==> src/rtl/rocc_acc_pkg.sv <==
// Shared types and constants for the rocc_acc_bank RoCC accelerator.
package rocc_acc_pkg;

  typedef enum logic [2:0] {
    OP_SET   = 3'd0,
    OP_READ  = 3'd1,
    OP_ADD   = 3'd2,
    OP_LOAD  = 3'd3,
    OP_CLEAR = 3'd4
  } op_e;

  typedef enum logic [1:0] {
    ST_IDLE,
    ST_MEM_REQ,
    ST_MEM_WAIT,
    ST_RESP
  } state_e;

  localparam logic [4:0] M_XRD = 5'b00000;

  function automatic int unsigned idx_w(input int unsigned n);
    return (n > 1) ? $clog2(n) : 1;
  endfunction

endpackage

==> src/rtl/rocc_acc_bank_if.sv <==
// RoCC command/response, D$ memory port and status signals between core and rocc_acc_bank.
interface rocc_acc_bank_if #(
  parameter int unsigned XLEN            = 64,
  parameter int unsigned COREMAXADDRBITS = 40,
  parameter int unsigned DCACHETAGBITS   = 8,
  parameter int unsigned M_SZ            = 5,
  parameter int unsigned SIZE_W          = 2
);
  logic                       rocc_cmd_ready;
  logic                       rocc_cmd_valid;
  logic [6:0]                 rocc_cmd_bits_inst_funct;
  logic [4:0]                 rocc_cmd_bits_inst_rd;
  logic                       rocc_cmd_bits_inst_xd;
  logic [XLEN-1:0]            rocc_cmd_bits_rs1;
  logic [XLEN-1:0]            rocc_cmd_bits_rs2;
  logic                       rocc_resp_ready;
  logic                       rocc_resp_valid;
  logic [4:0]                 rocc_resp_bits_rd;
  logic [XLEN-1:0]            rocc_resp_bits_data;
  logic                       rocc_mem_req_ready;
  logic                       rocc_mem_req_valid;
  logic [COREMAXADDRBITS-1:0] rocc_mem_req_bits_addr;
  logic [DCACHETAGBITS-1:0]   rocc_mem_req_bits_tag;
  logic [M_SZ-1:0]            rocc_mem_req_bits_cmd;
  logic [SIZE_W-1:0]          rocc_mem_req_bits_size;
  logic                       rocc_mem_req_bits_signed;
  logic                       rocc_mem_req_bits_phys;
  logic                       rocc_mem_req_bits_no_alloc;
  logic                       rocc_mem_req_bits_no_xcpt;
  logic [XLEN-1:0]            rocc_mem_req_bits_data;
  logic [XLEN/8-1:0]          rocc_mem_req_bits_mask;
  logic                       rocc_mem_s1_kill;
  logic                       rocc_mem_s2_kill;
  logic                       rocc_mem_s2_nack;
  logic                       rocc_mem_resp_valid;
  logic [DCACHETAGBITS-1:0]   rocc_mem_resp_bits_tag;
  logic [XLEN-1:0]            rocc_mem_resp_bits_data;
  logic                       rocc_busy;
  logic                       rocc_interrupt;
  logic                       rocc_exception;

  modport slave (
    input  rocc_cmd_valid, rocc_cmd_bits_inst_funct, rocc_cmd_bits_inst_rd,
           rocc_cmd_bits_inst_xd, rocc_cmd_bits_rs1, rocc_cmd_bits_rs2,
           rocc_resp_ready, rocc_mem_req_ready, rocc_mem_s2_nack,
           rocc_mem_resp_valid, rocc_mem_resp_bits_tag, rocc_mem_resp_bits_data,
           rocc_exception,
    output rocc_cmd_ready, rocc_resp_valid, rocc_resp_bits_rd, rocc_resp_bits_data,
           rocc_mem_req_valid, rocc_mem_req_bits_addr, rocc_mem_req_bits_tag,
           rocc_mem_req_bits_cmd, rocc_mem_req_bits_size, rocc_mem_req_bits_signed,
           rocc_mem_req_bits_phys, rocc_mem_req_bits_no_alloc, rocc_mem_req_bits_no_xcpt,
           rocc_mem_req_bits_data, rocc_mem_req_bits_mask, rocc_mem_s1_kill,
           rocc_mem_s2_kill, rocc_busy, rocc_interrupt
  );

  modport master (
    output rocc_cmd_valid, rocc_cmd_bits_inst_funct, rocc_cmd_bits_inst_rd,
           rocc_cmd_bits_inst_xd, rocc_cmd_bits_rs1, rocc_cmd_bits_rs2,
           rocc_resp_ready, rocc_mem_req_ready, rocc_mem_s2_nack,
           rocc_mem_resp_valid, rocc_mem_resp_bits_tag, rocc_mem_resp_bits_data,
           rocc_exception,
    input  rocc_cmd_ready, rocc_resp_valid, rocc_resp_bits_rd, rocc_resp_bits_data,
           rocc_mem_req_valid, rocc_mem_req_bits_addr, rocc_mem_req_bits_tag,
           rocc_mem_req_bits_cmd, rocc_mem_req_bits_size, rocc_mem_req_bits_signed,
           rocc_mem_req_bits_phys, rocc_mem_req_bits_no_alloc, rocc_mem_req_bits_no_xcpt,
           rocc_mem_req_bits_data, rocc_mem_req_bits_mask, rocc_mem_s1_kill,
           rocc_mem_s2_kill, rocc_busy, rocc_interrupt
  );
endinterface

==> src/rtl/rocc_acc_regfile.sv <==
// Accumulator storage: one write port, one async read port, clear-all.
// ROCC_ACC_OVF_IRQ_EN adds sticky per-accumulator overflow flags ORed into irq_o.
import rocc_acc_pkg::*;

module rocc_acc_regfile #(
  parameter int unsigned XLEN    = 64,
  parameter int unsigned NUM_ACC = 4,
  parameter int unsigned IDXW    = 2
) (
  input  logic            clock,
  input  logic            reset,
  input  logic            wr_en_i,
  input  logic [IDXW-1:0] wr_idx_i,
  input  logic [XLEN-1:0] wr_data_i,
  input  logic            wr_ovf_i,
  input  logic            wr_clr_flag_i,
  input  logic            clear_all_i,
  input  logic [IDXW-1:0] rd_idx_i,
  output logic [XLEN-1:0] rd_data_o,
  output logic            irq_o
);
  logic [XLEN-1:0] acc_q [NUM_ACC];

  always_ff @(posedge clock) begin
    if (reset || clear_all_i) begin
      for (int unsigned i = 0; i < NUM_ACC; i++) acc_q[i] <= '0;
    end else if (wr_en_i) begin
      acc_q[wr_idx_i] <= wr_data_i;
    end
  end

  assign rd_data_o = acc_q[rd_idx_i];

`ifdef ROCC_ACC_OVF_IRQ_EN
  logic [NUM_ACC-1:0] ovf_q;

  // A SET write clears the flag; ADD/LOAD writes only ever set it.
  always_ff @(posedge clock) begin
    if (reset || clear_all_i) begin
      ovf_q <= '0;
    end else if (wr_en_i) begin
      if (wr_clr_flag_i)  ovf_q[wr_idx_i] <= 1'b0;
      else if (wr_ovf_i)  ovf_q[wr_idx_i] <= 1'b1;
    end
  end

  assign irq_o = |ovf_q;
`else
  logic unused_ovf;
  assign unused_ovf = wr_ovf_i ^ wr_clr_flag_i;
  assign irq_o      = 1'b0;
`endif

endmodule

==> src/rtl/rocc_acc_bank.sv <==
// RoCC accelerator: NUM_ACC accumulators with SET/READ/ADD/LOAD/CLEAR and a D$ load path.
// Optional overflow interrupt is enabled by defining ROCC_ACC_OVF_IRQ_EN.
import rocc_acc_pkg::*;

module rocc_acc_bank #(
  parameter int unsigned XLEN            = 64,
  parameter int unsigned NUM_ACC         = 4,
  parameter int unsigned COREMAXADDRBITS = 40,
  parameter int unsigned DCACHETAGBITS   = 8,
  parameter int unsigned M_SZ            = 5,
  parameter int unsigned SIZE_W          = 2
) (
  input  logic           clock,
  input  logic           reset,
  rocc_acc_bank_if.slave io
);
  localparam int unsigned       IDXW     = idx_w(NUM_ACC);
  localparam logic [SIZE_W-1:0] MEM_SIZE = SIZE_W'($clog2(XLEN/8));

  state_e                     state_q, state_d;
  logic [IDXW-1:0]            idx_q, idx_d;
  logic [4:0]                 rd_q, rd_d;
  logic                       xd_q, xd_d;
  logic [COREMAXADDRBITS-1:0] addr_q, addr_d;
  logic [XLEN-1:0]            data_q, data_d;

  logic [IDXW-1:0] cmd_idx, acc_idx;
  logic [XLEN-1:0] acc_rd, add_a, add_b, wr_data;
  logic [XLEN:0]   sum1, sum2;
  logic            wr_en, wr_ovf, wr_clr_flag, clear_all, mem_hit, irq;
  logic            unused_funct;

  // One shared adder: command operands in IDLE, load data while waiting on the D$.
  assign cmd_idx = io.rocc_cmd_bits_inst_funct[3 +: IDXW];
  assign acc_idx = (state_q == ST_IDLE) ? cmd_idx : idx_q;
  assign add_a   = (state_q == ST_IDLE) ? io.rocc_cmd_bits_rs1 : io.rocc_mem_resp_bits_data;
  assign add_b   = (state_q == ST_IDLE) ? io.rocc_cmd_bits_rs2 : '0;
  assign sum1    = {1'b0, acc_rd} + {1'b0, add_a};
  assign sum2    = {1'b0, sum1[XLEN-1:0]} + {1'b0, add_b};
  assign mem_hit = io.rocc_mem_resp_valid && (io.rocc_mem_resp_bits_tag == '0);
  assign unused_funct = ^io.rocc_cmd_bits_inst_funct;

  always_comb begin
    state_d     = state_q;
    idx_d       = idx_q;
    rd_d        = rd_q;
    xd_d        = xd_q;
    addr_d      = addr_q;
    data_d      = data_q;
    wr_en       = 1'b0;
    wr_data     = sum2[XLEN-1:0];
    wr_ovf      = sum1[XLEN] | sum2[XLEN];
    wr_clr_flag = 1'b0;
    clear_all   = 1'b0;
    case (state_q)
      ST_IDLE: begin
        if (io.rocc_cmd_valid) begin
          idx_d   = cmd_idx;
          rd_d    = io.rocc_cmd_bits_inst_rd;
          xd_d    = io.rocc_cmd_bits_inst_xd;
          state_d = io.rocc_cmd_bits_inst_xd ? ST_RESP : ST_IDLE;
          case (io.rocc_cmd_bits_inst_funct[2:0])
            OP_SET: begin
              wr_en       = 1'b1;
              wr_data     = io.rocc_cmd_bits_rs1;
              wr_clr_flag = 1'b1;
              data_d      = io.rocc_cmd_bits_rs1;
            end
            OP_READ: data_d = acc_rd;
            OP_ADD: begin
              wr_en  = 1'b1;
              data_d = sum2[XLEN-1:0];
            end
            OP_LOAD: begin
              addr_d  = io.rocc_cmd_bits_rs1[COREMAXADDRBITS-1:0];
              state_d = ST_MEM_REQ;
            end
            OP_CLEAR: begin
              clear_all = 1'b1;
              data_d    = '0;
            end
            default: data_d = '0;
          endcase
        end
      end
      ST_MEM_REQ: if (io.rocc_mem_req_ready) state_d = ST_MEM_WAIT;
      ST_MEM_WAIT: begin
        if (mem_hit) begin
          wr_en   = 1'b1;
          data_d  = sum2[XLEN-1:0];
          state_d = xd_q ? ST_RESP : ST_IDLE;
        end else if (io.rocc_mem_s2_nack) begin
          state_d = ST_MEM_REQ;
        end
      end
      ST_RESP: if (io.rocc_resp_ready) state_d = ST_IDLE;
      default: state_d = ST_IDLE;
    endcase
    if (state_q != ST_IDLE && io.rocc_exception) begin
      state_d = ST_IDLE;
      wr_en   = 1'b0;
    end
  end

  always_ff @(posedge clock) begin
    if (reset) begin
      state_q <= ST_IDLE;
      idx_q   <= '0;
      rd_q    <= '0;
      xd_q    <= 1'b0;
      addr_q  <= '0;
      data_q  <= '0;
    end else begin
      state_q <= state_d;
      idx_q   <= idx_d;
      rd_q    <= rd_d;
      xd_q    <= xd_d;
      addr_q  <= addr_d;
      data_q  <= data_d;
    end
  end

  rocc_acc_regfile #(
    .XLEN    (XLEN),
    .NUM_ACC (NUM_ACC),
    .IDXW    (IDXW)
  ) u_regfile (
    .clock         (clock),
    .reset         (reset),
    .wr_en_i       (wr_en),
    .wr_idx_i      (acc_idx),
    .wr_data_i     (wr_data),
    .wr_ovf_i      (wr_ovf),
    .wr_clr_flag_i (wr_clr_flag),
    .clear_all_i   (clear_all),
    .rd_idx_i      (acc_idx),
    .rd_data_o     (acc_rd),
    .irq_o         (irq)
  );

  assign io.rocc_cmd_ready             = (state_q == ST_IDLE);
  assign io.rocc_resp_valid            = (state_q == ST_RESP);
  assign io.rocc_resp_bits_rd          = rd_q;
  assign io.rocc_resp_bits_data        = data_q;
  assign io.rocc_mem_req_valid         = (state_q == ST_MEM_REQ);
  assign io.rocc_mem_req_bits_addr     = addr_q;
  assign io.rocc_mem_req_bits_tag      = '0;
  assign io.rocc_mem_req_bits_cmd      = M_SZ'(M_XRD);
  assign io.rocc_mem_req_bits_size     = MEM_SIZE;
  assign io.rocc_mem_req_bits_signed   = 1'b0;
  assign io.rocc_mem_req_bits_phys     = 1'b0;
  assign io.rocc_mem_req_bits_no_alloc = 1'b0;
  assign io.rocc_mem_req_bits_no_xcpt  = 1'b0;
  assign io.rocc_mem_req_bits_data     = '0;
  assign io.rocc_mem_req_bits_mask     = '0;
  assign io.rocc_mem_s1_kill           = 1'b0;
  assign io.rocc_mem_s2_kill           = 1'b0;
  assign io.rocc_busy                  = (state_q != ST_IDLE);
  assign io.rocc_interrupt             = irq;

endmodule

==> src/flat_wrapper.sv <==
// flat-port wrapper written by rule: the top's interface ports become plain ports
module rocc_acc_bank_flat 
#(
  parameter int unsigned XLEN            = 64,
  parameter int unsigned NUM_ACC         = 4,
  parameter int unsigned COREMAXADDRBITS = 40,
  parameter int unsigned DCACHETAGBITS   = 8,
  parameter int unsigned M_SZ            = 5,
  parameter int unsigned SIZE_W          = 2
)
  (clock, reset, io_rocc_cmd_valid, io_rocc_cmd_bits_inst_funct, io_rocc_cmd_bits_inst_rd, io_rocc_cmd_bits_inst_xd, io_rocc_cmd_bits_rs1, io_rocc_cmd_bits_rs2, io_rocc_resp_ready, io_rocc_mem_req_ready, io_rocc_mem_s2_nack, io_rocc_mem_resp_valid, io_rocc_mem_resp_bits_tag, io_rocc_mem_resp_bits_data, io_rocc_exception, io_rocc_cmd_ready, io_rocc_resp_valid, io_rocc_resp_bits_rd, io_rocc_resp_bits_data, io_rocc_mem_req_valid, io_rocc_mem_req_bits_addr, io_rocc_mem_req_bits_tag, io_rocc_mem_req_bits_cmd, io_rocc_mem_req_bits_size, io_rocc_mem_req_bits_signed, io_rocc_mem_req_bits_phys, io_rocc_mem_req_bits_no_alloc, io_rocc_mem_req_bits_no_xcpt, io_rocc_mem_req_bits_data, io_rocc_mem_req_bits_mask, io_rocc_mem_s1_kill, io_rocc_mem_s2_kill, io_rocc_busy, io_rocc_interrupt);
  rocc_acc_bank_if #(.XLEN(XLEN), .COREMAXADDRBITS(COREMAXADDRBITS), .DCACHETAGBITS(DCACHETAGBITS), .M_SZ(M_SZ), .SIZE_W(SIZE_W)) io_i ();
  input  logic clock;
  input  logic reset;
  input wire logic [$bits(io_i.rocc_cmd_valid)-1:0] io_rocc_cmd_valid;
  input wire logic [$bits(io_i.rocc_cmd_bits_inst_funct)-1:0] io_rocc_cmd_bits_inst_funct;
  input wire logic [$bits(io_i.rocc_cmd_bits_inst_rd)-1:0] io_rocc_cmd_bits_inst_rd;
  input wire logic [$bits(io_i.rocc_cmd_bits_inst_xd)-1:0] io_rocc_cmd_bits_inst_xd;
  input wire logic [$bits(io_i.rocc_cmd_bits_rs1)-1:0] io_rocc_cmd_bits_rs1;
  input wire logic [$bits(io_i.rocc_cmd_bits_rs2)-1:0] io_rocc_cmd_bits_rs2;
  input wire logic [$bits(io_i.rocc_resp_ready)-1:0] io_rocc_resp_ready;
  input wire logic [$bits(io_i.rocc_mem_req_ready)-1:0] io_rocc_mem_req_ready;
  input wire logic [$bits(io_i.rocc_mem_s2_nack)-1:0] io_rocc_mem_s2_nack;
  input wire logic [$bits(io_i.rocc_mem_resp_valid)-1:0] io_rocc_mem_resp_valid;
  input wire logic [$bits(io_i.rocc_mem_resp_bits_tag)-1:0] io_rocc_mem_resp_bits_tag;
  input wire logic [$bits(io_i.rocc_mem_resp_bits_data)-1:0] io_rocc_mem_resp_bits_data;
  input wire logic [$bits(io_i.rocc_exception)-1:0] io_rocc_exception;
  output wire logic [$bits(io_i.rocc_cmd_ready)-1:0] io_rocc_cmd_ready;
  output wire logic [$bits(io_i.rocc_resp_valid)-1:0] io_rocc_resp_valid;
  output wire logic [$bits(io_i.rocc_resp_bits_rd)-1:0] io_rocc_resp_bits_rd;
  output wire logic [$bits(io_i.rocc_resp_bits_data)-1:0] io_rocc_resp_bits_data;
  output wire logic [$bits(io_i.rocc_mem_req_valid)-1:0] io_rocc_mem_req_valid;
  output wire logic [$bits(io_i.rocc_mem_req_bits_addr)-1:0] io_rocc_mem_req_bits_addr;
  output wire logic [$bits(io_i.rocc_mem_req_bits_tag)-1:0] io_rocc_mem_req_bits_tag;
  output wire logic [$bits(io_i.rocc_mem_req_bits_cmd)-1:0] io_rocc_mem_req_bits_cmd;
  output wire logic [$bits(io_i.rocc_mem_req_bits_size)-1:0] io_rocc_mem_req_bits_size;
  output wire logic [$bits(io_i.rocc_mem_req_bits_signed)-1:0] io_rocc_mem_req_bits_signed;
  output wire logic [$bits(io_i.rocc_mem_req_bits_phys)-1:0] io_rocc_mem_req_bits_phys;
  output wire logic [$bits(io_i.rocc_mem_req_bits_no_alloc)-1:0] io_rocc_mem_req_bits_no_alloc;
  output wire logic [$bits(io_i.rocc_mem_req_bits_no_xcpt)-1:0] io_rocc_mem_req_bits_no_xcpt;
  output wire logic [$bits(io_i.rocc_mem_req_bits_data)-1:0] io_rocc_mem_req_bits_data;
  output wire logic [$bits(io_i.rocc_mem_req_bits_mask)-1:0] io_rocc_mem_req_bits_mask;
  output wire logic [$bits(io_i.rocc_mem_s1_kill)-1:0] io_rocc_mem_s1_kill;
  output wire logic [$bits(io_i.rocc_mem_s2_kill)-1:0] io_rocc_mem_s2_kill;
  output wire logic [$bits(io_i.rocc_busy)-1:0] io_rocc_busy;
  output wire logic [$bits(io_i.rocc_interrupt)-1:0] io_rocc_interrupt;
  assign io_i.rocc_cmd_valid = io_rocc_cmd_valid;
  assign io_i.rocc_cmd_bits_inst_funct = io_rocc_cmd_bits_inst_funct;
  assign io_i.rocc_cmd_bits_inst_rd = io_rocc_cmd_bits_inst_rd;
  assign io_i.rocc_cmd_bits_inst_xd = io_rocc_cmd_bits_inst_xd;
  assign io_i.rocc_cmd_bits_rs1 = io_rocc_cmd_bits_rs1;
  assign io_i.rocc_cmd_bits_rs2 = io_rocc_cmd_bits_rs2;
  assign io_i.rocc_resp_ready = io_rocc_resp_ready;
  assign io_i.rocc_mem_req_ready = io_rocc_mem_req_ready;
  assign io_i.rocc_mem_s2_nack = io_rocc_mem_s2_nack;
  assign io_i.rocc_mem_resp_valid = io_rocc_mem_resp_valid;
  assign io_i.rocc_mem_resp_bits_tag = io_rocc_mem_resp_bits_tag;
  assign io_i.rocc_mem_resp_bits_data = io_rocc_mem_resp_bits_data;
  assign io_i.rocc_exception = io_rocc_exception;
  assign io_rocc_cmd_ready = io_i.rocc_cmd_ready;
  assign io_rocc_resp_valid = io_i.rocc_resp_valid;
  assign io_rocc_resp_bits_rd = io_i.rocc_resp_bits_rd;
  assign io_rocc_resp_bits_data = io_i.rocc_resp_bits_data;
  assign io_rocc_mem_req_valid = io_i.rocc_mem_req_valid;
  assign io_rocc_mem_req_bits_addr = io_i.rocc_mem_req_bits_addr;
  assign io_rocc_mem_req_bits_tag = io_i.rocc_mem_req_bits_tag;
  assign io_rocc_mem_req_bits_cmd = io_i.rocc_mem_req_bits_cmd;
  assign io_rocc_mem_req_bits_size = io_i.rocc_mem_req_bits_size;
  assign io_rocc_mem_req_bits_signed = io_i.rocc_mem_req_bits_signed;
  assign io_rocc_mem_req_bits_phys = io_i.rocc_mem_req_bits_phys;
  assign io_rocc_mem_req_bits_no_alloc = io_i.rocc_mem_req_bits_no_alloc;
  assign io_rocc_mem_req_bits_no_xcpt = io_i.rocc_mem_req_bits_no_xcpt;
  assign io_rocc_mem_req_bits_data = io_i.rocc_mem_req_bits_data;
  assign io_rocc_mem_req_bits_mask = io_i.rocc_mem_req_bits_mask;
  assign io_rocc_mem_s1_kill = io_i.rocc_mem_s1_kill;
  assign io_rocc_mem_s2_kill = io_i.rocc_mem_s2_kill;
  assign io_rocc_busy = io_i.rocc_busy;
  assign io_rocc_interrupt = io_i.rocc_interrupt;
  rocc_acc_bank #(.XLEN(XLEN), .NUM_ACC(NUM_ACC), .COREMAXADDRBITS(COREMAXADDRBITS), .DCACHETAGBITS(DCACHETAGBITS), .M_SZ(M_SZ), .SIZE_W(SIZE_W)) u_core (.clock(clock), .reset(reset), .io(io_i));
endmodule
==> config.mk <==
export PLATFORM = sky130hd
export DESIGN_NAME = rocc_acc_bank_flat
export DESIGN_NICKNAME = d
export VERILOG_FILES = /design/src/rtl/rocc_acc_pkg.sv /design/src/rtl/rocc_acc_bank_if.sv /design/src/rtl/rocc_acc_regfile.sv /design/src/rtl/rocc_acc_bank.sv /design/src/flat_wrapper.sv
export SDC_FILE = /design/constraint.sdc
export NUM_CORES = 1
export LEC_CHECK = 0
export ABC_CLOCK_PERIOD_IN_PS = 7090
export CORE_MARGIN = 3
export CORE_UTILIZATION = 55
export CTS_BUF_LIST = sky130_fd_sc_hd__clkbuf_4 sky130_fd_sc_hd__clkbuf_8
export DETAILED_ROUTE_END_ITERATION = 10
export GPL_ROUTABILITY_DRIVEN = 1
export HOLD_SLACK_MARGIN = 0.03
export PLACE_DENSITY = 0.9
export SLEW_MARGIN = 10
export SYNTH_ARGS = -nofsm -noshare
export SYNTH_HDL_FRONTEND = slang
export SYNTH_SLANG_ARGS = --single-unit
==> constraint.sdc <==
create_clock -name clock -period 7.09 [get_ports clock]
set_input_delay 0.709 -clock clock [delete_from_list [all_inputs] [get_ports clock]]
set_output_delay 0.709 -clock clock [all_outputs]
set_load 0.02 [all_outputs]
After elaboration in Yosys (flattened, before gate mapping)
Memories as Yosys holds them, arrays and structs flattened.
Index checks and enable logic that the tools add are counted.
- register bits: 114
- bits in writable memories: 256
- word-level logic and storage cells: 72
- memories kept: 1
- add/sub/neg operators: 2
- eq/ne operators: 13
- muxes and demuxes: 35
- reduce and logical (&&, ||, !) cells: 15
- memories (memory ; words ; width ; read ports ; clocked after memory_dff ; write ports ; RTL line ; RTL):
    u_core.u_regfile.acc_q ; 4 ; 64 ; 1 ; 0 ; 4 ; rocc_acc_regfile.sv:22 ; logic [XLEN-1:0] acc_q [NUM_ACC];
- operator list (kind ; number):
    2-to-1 mux 64 bit ; 8
    one-hot mux 64 bit (4 select lines) ; 1
    adder 64 bit ; 2
    one-hot mux 64 bit (2 select lines) ; 1
    OR reduction 64 bit ; 1
    2-to-1 mux 2 bit ; 10
    2-to-1 mux 1 bit ; 13
    logical NOT 8 bit ; 1
    != test 2 bit, second input constant ; 4
    one-hot mux 2 bit (4 select lines) ; 1
    AND reduction 4 bit ; 2
    equality test 3 x 2 -> 1 bit, second input constant ; 2
    equality test 2 bit, second input constant ; 2
    nonzero test 2 bit ; 2
    OR reduction 2 bit ; 2
    equality test 3 x 1 -> 1 bit, second input constant ; 1
    equality test 3 bit, second input constant ; 1
    logical NOT 3 bit ; 1
    != test 3 x 2 -> 1 bit, second input constant ; 1
    AND reduction 3 bit ; 1
    equality test 2 x 1 -> 1 bit, second input constant ; 1
    logical AND 1 bit ; 2
    logical NOT 2 bit ; 1
    != test 2 x 1 -> 1 bit, second input constant ; 1
    3 further kinds ; 3

Depth between registers and ports, before layout
- word-level depth: 11
- gate-level depth with buffers: 23
- mapped depth without buffers: 19

Modules after synthesis
Synthesis repeated with hierarchy kept, for this count alone.
- cells, all modules: 2917
- area total of the unflattened synthesis: 26524.2 um^2
- modules (own cells, without submodules) (module ; instances ; cells each ; area an instance (um^2) ; sequential area each (um^2)):
    rocc_acc_bank ; 1 ; 2211 ; 15612.5 ; 2282.2
    rocc_acc_regfile ; 1 ; 706 ; 10911.7 ; 7687.4

Worst setup path before layout
No wires, ideal clock.
- path type: register -> register
- start point: reg u_core.state_q[1]
- end point: mem u_core.u_regfile.acc_q[2][50], data pin
- library setup time: 0.265 ns
- data arrival time: 4.819 ns
- required time: 6.825 ns
- setup slack: 2.006 ns
- stages on the path, launching flop included: 22
- buffers on the path: 3
- cells stage by stage: dfxtp_1 -> or2_1 -> buf_2 -> inv_2 -> mux2i_1 -> buf_2 -> mux4_2 -> inv_1 -> fa_1 -> inv_1 -> ha_1 -> clkbuf_2 -> a21o_1 -> a221oi_2 -> a21boi_0 -> o21ai_0 -> a2111oi_2 -> and2_4 -> o21ai_1 -> xor2_1 -> mux2i_1 -> nor2_1
- RTL lines (element ; RTL line ; RTL):
    from (decl) ; rocc_acc_bank.sv:20 ; state_e state_q, state_d;
    from (signal assigned) ; rocc_acc_bank.sv:114 ; state_q <= state_d;
    to (decl) ; rocc_acc_regfile.sv:22 ;

==> metrics.cfg <==
[grt]
grt_usage = 0.334
grt_max_degree = 66
grt_overflow = 0
grtUsageMet3 = 0.0707
use_met2 = 0.567
gr-usage-met1 = 0.404
antenna_found_initial = 0
grt_pass1_wl_mm = 120
top_usage_layer = met2
grt_pass1_vias = 21500

[detailed_routing]
vias_per_cell = 6.11
final_antenna_net_count = 0
finalWirelength_mm = 79.2
vias = 21000
detail_route.wl_per_cell_um = 23.0
drc = 0
drtPass1Iterations = 6
drt-initial-drc-count = 2517

[synth]
yosys.cell_count.top_type = nor2_1
synth_area_per_cell_sq_um = 9.43
synth_edf_count = 256
yosysTopAreaCell = edfxtp_1
synth_flop_cell = edfxtp_1
ys_warn_count = 0
synth.yosys.seq_area_share = 0.417
ys_seq_elements = 370
synthTopCellsByArea = edfxtp_1 (32%), dfxtp_1 (9.5%), nor2_1 (6.0%), fa_1 (5.4%), mux2i_1 (5.1%)
synth_cell_types = 76
synth_cells = 2538
syn_area_sq_um = 23900
yosysTopAreaCellShare = 0.321
synthArstFlopShare = 0
yosys-top-cells-count = nor2_1 (381), nand2_1 (277), edfxtp_1 (256)

[sta]
worst_pin_slew_ns = 1.29
rsz0062_at_grt = no
setup_viol = 0
fin_crit_sh = 0.953
maxSlewHeadroom = 0.142
fin_crit_ns = 6.75
finalSetupTns_ns = 0
slew_violations = 0
hold_viol = 0
max_freq_ghz = 0.148
holdWs_ns = 0.441
skew_ns = 0.0195

[clock_tree]
clock_sinks = 370
cts-hold-fix-buffers = 0
clock_latency_ns = 0.68
ctsHtreeMaxLevel = 2
clk_pin_slew_worst_paths_ns = 0.06
clockRootBuffer = clkbuf_8
cts_tree = done
cts_buffers = 61
cts_buffer_depth = 3

[worst_setup_path]
endpoint = u_core.u_regfile.acc_q[1][56]
critPathMaxFanout = 32
cp.required_ns = 7.48
critPathKind = reg -> reg
worst_setup_path_end_kind = flip-flop
regToRegStartpoint = u_core.state_q[0]
arrival_ns = 7.15
rr_worst_depth = 18
critPathLaunch = u_core.state_q[0]
reg2reg_slack_ns = 0.34
start_kind = flip-flop
reg2reg_to = u_core.u_regfile.acc_q[1][56]

[power_and_ir_drop]
powerDensity_nw_per_um2 = 410
clkPwrFrac = 0.173
power_switching_share = 0.475
vdd_ir_drop_max_mv = 0.240
comb_power_share = 0.605
p_switching_mw = 5.59
power.leakage_nw = 11.9
power_frac_seq = 0.222
internal_power_mw = 6.18

[floorplan]
dieArea_sq_um = 46000
num_rows = 75
fp.dieW_um = 215
io_pins = 428
floorplan.initialDensity = 0.564
die_h_um = 215
coreArea_sq_um = 42400

[finish]
fin_nets = 3157
antennaDiodeCount = 0
layout-drive-gt1-share = 0.0905
synthToLayoutAreaGrowth_pct = 19.9

[place]
dp_hpwl_mm = 54.4
gp_congestion = 0.994
portBuffers = 331

[status]
status = finished clean

[worst_hold_path]
hold_class = in -> reg

[job]
drv_cap = 0

-- power by group through the flow --
stage | clock (mW) | combinational [mW] | sequential, mW
detailed placement | 0 | 6.86 | 2.65
floorplan | 0 | 4.88 | 2.73
finish | 2.04 | 7.12 | 2.62
CTS | 2.05 | 6.92 | 2.61
global placement | 0 | 6.68 | 2.64
global route | 2.14 | 7.71 | 2.63
-- critical path: stages, from the launching register on --
cell and delay [ns]:
dfxtp_1 0.45, or2_2 0.37, inv_4 0.32, mux2i_4 0.60, buf_4 0.58, mux4_2 0.36
inv_1 0.06, fa_1 0.48, inv_1 0.04, ha_1 0.40, nand4_1 0.17, a211oi_1 0.32
o21ai_1 0.22, o22ai_1 0.65, a21oi_1 0.30, o21ai_0 0.49, xor2_1 0.18, mux2i_1 0.34
nor2_1 0.10
-- worst min path at each step --
stage,startpoint,endpoint,slack (ns),cells after the start
floorplan,u_core.idx_q[0],u_core.idx_q[0],0.44,2
global placement,u_core.io.rocc_mem_req_bits_addr[26],u_core.io.rocc_mem_req_bits_addr[26],0.44,2
detailed placement,u_core.io.rocc_mem_req_bits_addr[26],u_core.io.rocc_mem_req_bits_addr[26],0.45,2
CTS,reset,u_core.io.rocc_resp_bits_data[8],0.42,2
global route,reset,u_core.io.rocc_resp_bits_data[8],0.45,2
finish,reset,u_core.io.rocc_resp_bits_data[8],0.44,2
-- timing repair --
action | 4_1_cts | 5_1_grt
endpoints found under the setup margin | 0 | 4
buffers inserted | 0 | 3
resized for setup | 0 | 0
-- cells in the final DEF, fill, tap and decap left out, types with 26 or more instances in the layout --
cell type and instances:
a21o_1 27, a21oi_1 193, a22oi_1 35, buf_4 37, clkbuf_8 69, clkdlybuf4s50_1 330
conb_1 94, dfxtp_1 114, edfxtp_1 256, fa_1 64, ha_1 62, inv_1 193
mux2i_1 119, mux4_2 51, nand2_1 271, nor2_1 380, nor3_1 26, o21ai_0 129
xnor2_1 35, xor2_1 26
-- registers in the layout (all words and copies together) (netlist names) --
| register | count |
|---|---|
| u_core.io.rocc_resp_bits_rd | 5 |
| u_core.xd_q | 1 |
| u_core.idx_q | 2 |
| u_core.state_q | 2 |
| u_core.io.rocc_mem_req_bits_addr | 40 |
| u_core.io.rocc_resp_bits_data | 64 |
| u_core.u_regfile.acc_q | 256 |
-- cell type report --
cell class                      count  area (sq um)
Sequential cell                   370          9970
Inverter                          194           731
Clock buffer                       87          1080
Tap cell                          577           722
Timing Repair Buffer              369          3620
Fill cell                        3182         13700
Multi-Input combinational cell   1814         12300
Clock inverter                     27           236
-- kinds of logic after synthesis --
family | Yosys count | synth area share
AND/OR/NAND/NOR | 790 | 0.137
XOR/XNOR | 62 | 0.0230
multiplexers | 195 | 0.110
other | 2 | 0.000314
AO/OA/AOI/OAI | 547 | 0.142
adder cells (fa/ha/maj) | 126 | 0.0860
buffers and inverters | 446 | 0.0856
flip-flops | 370 | 0.417
-- routing by layer --
metal,up-vias,share of wire
li1,9209,-
met1,9895,0.35
met3,344,0.11
met4,0,0.053
met5,-,0
met2,1548,0.48
-- metrics by stage --
step	std cells	cell area [sq um]	util	setup WS, ns	power [mW]
after detailed placement	3321	27300	0.645	0.411	9.51
after global placement	3321	27300	0.645	0.613	9.32
final	3438	28700	0.677	0.337	11.8
after global routing	3438	28700	0.677	0.142	12.5
after floorplan	2630	24300	-	2.01	7.60
after CTS	3435	28700	0.676	0.393	11.6
(Power assumes the default switching activity.)
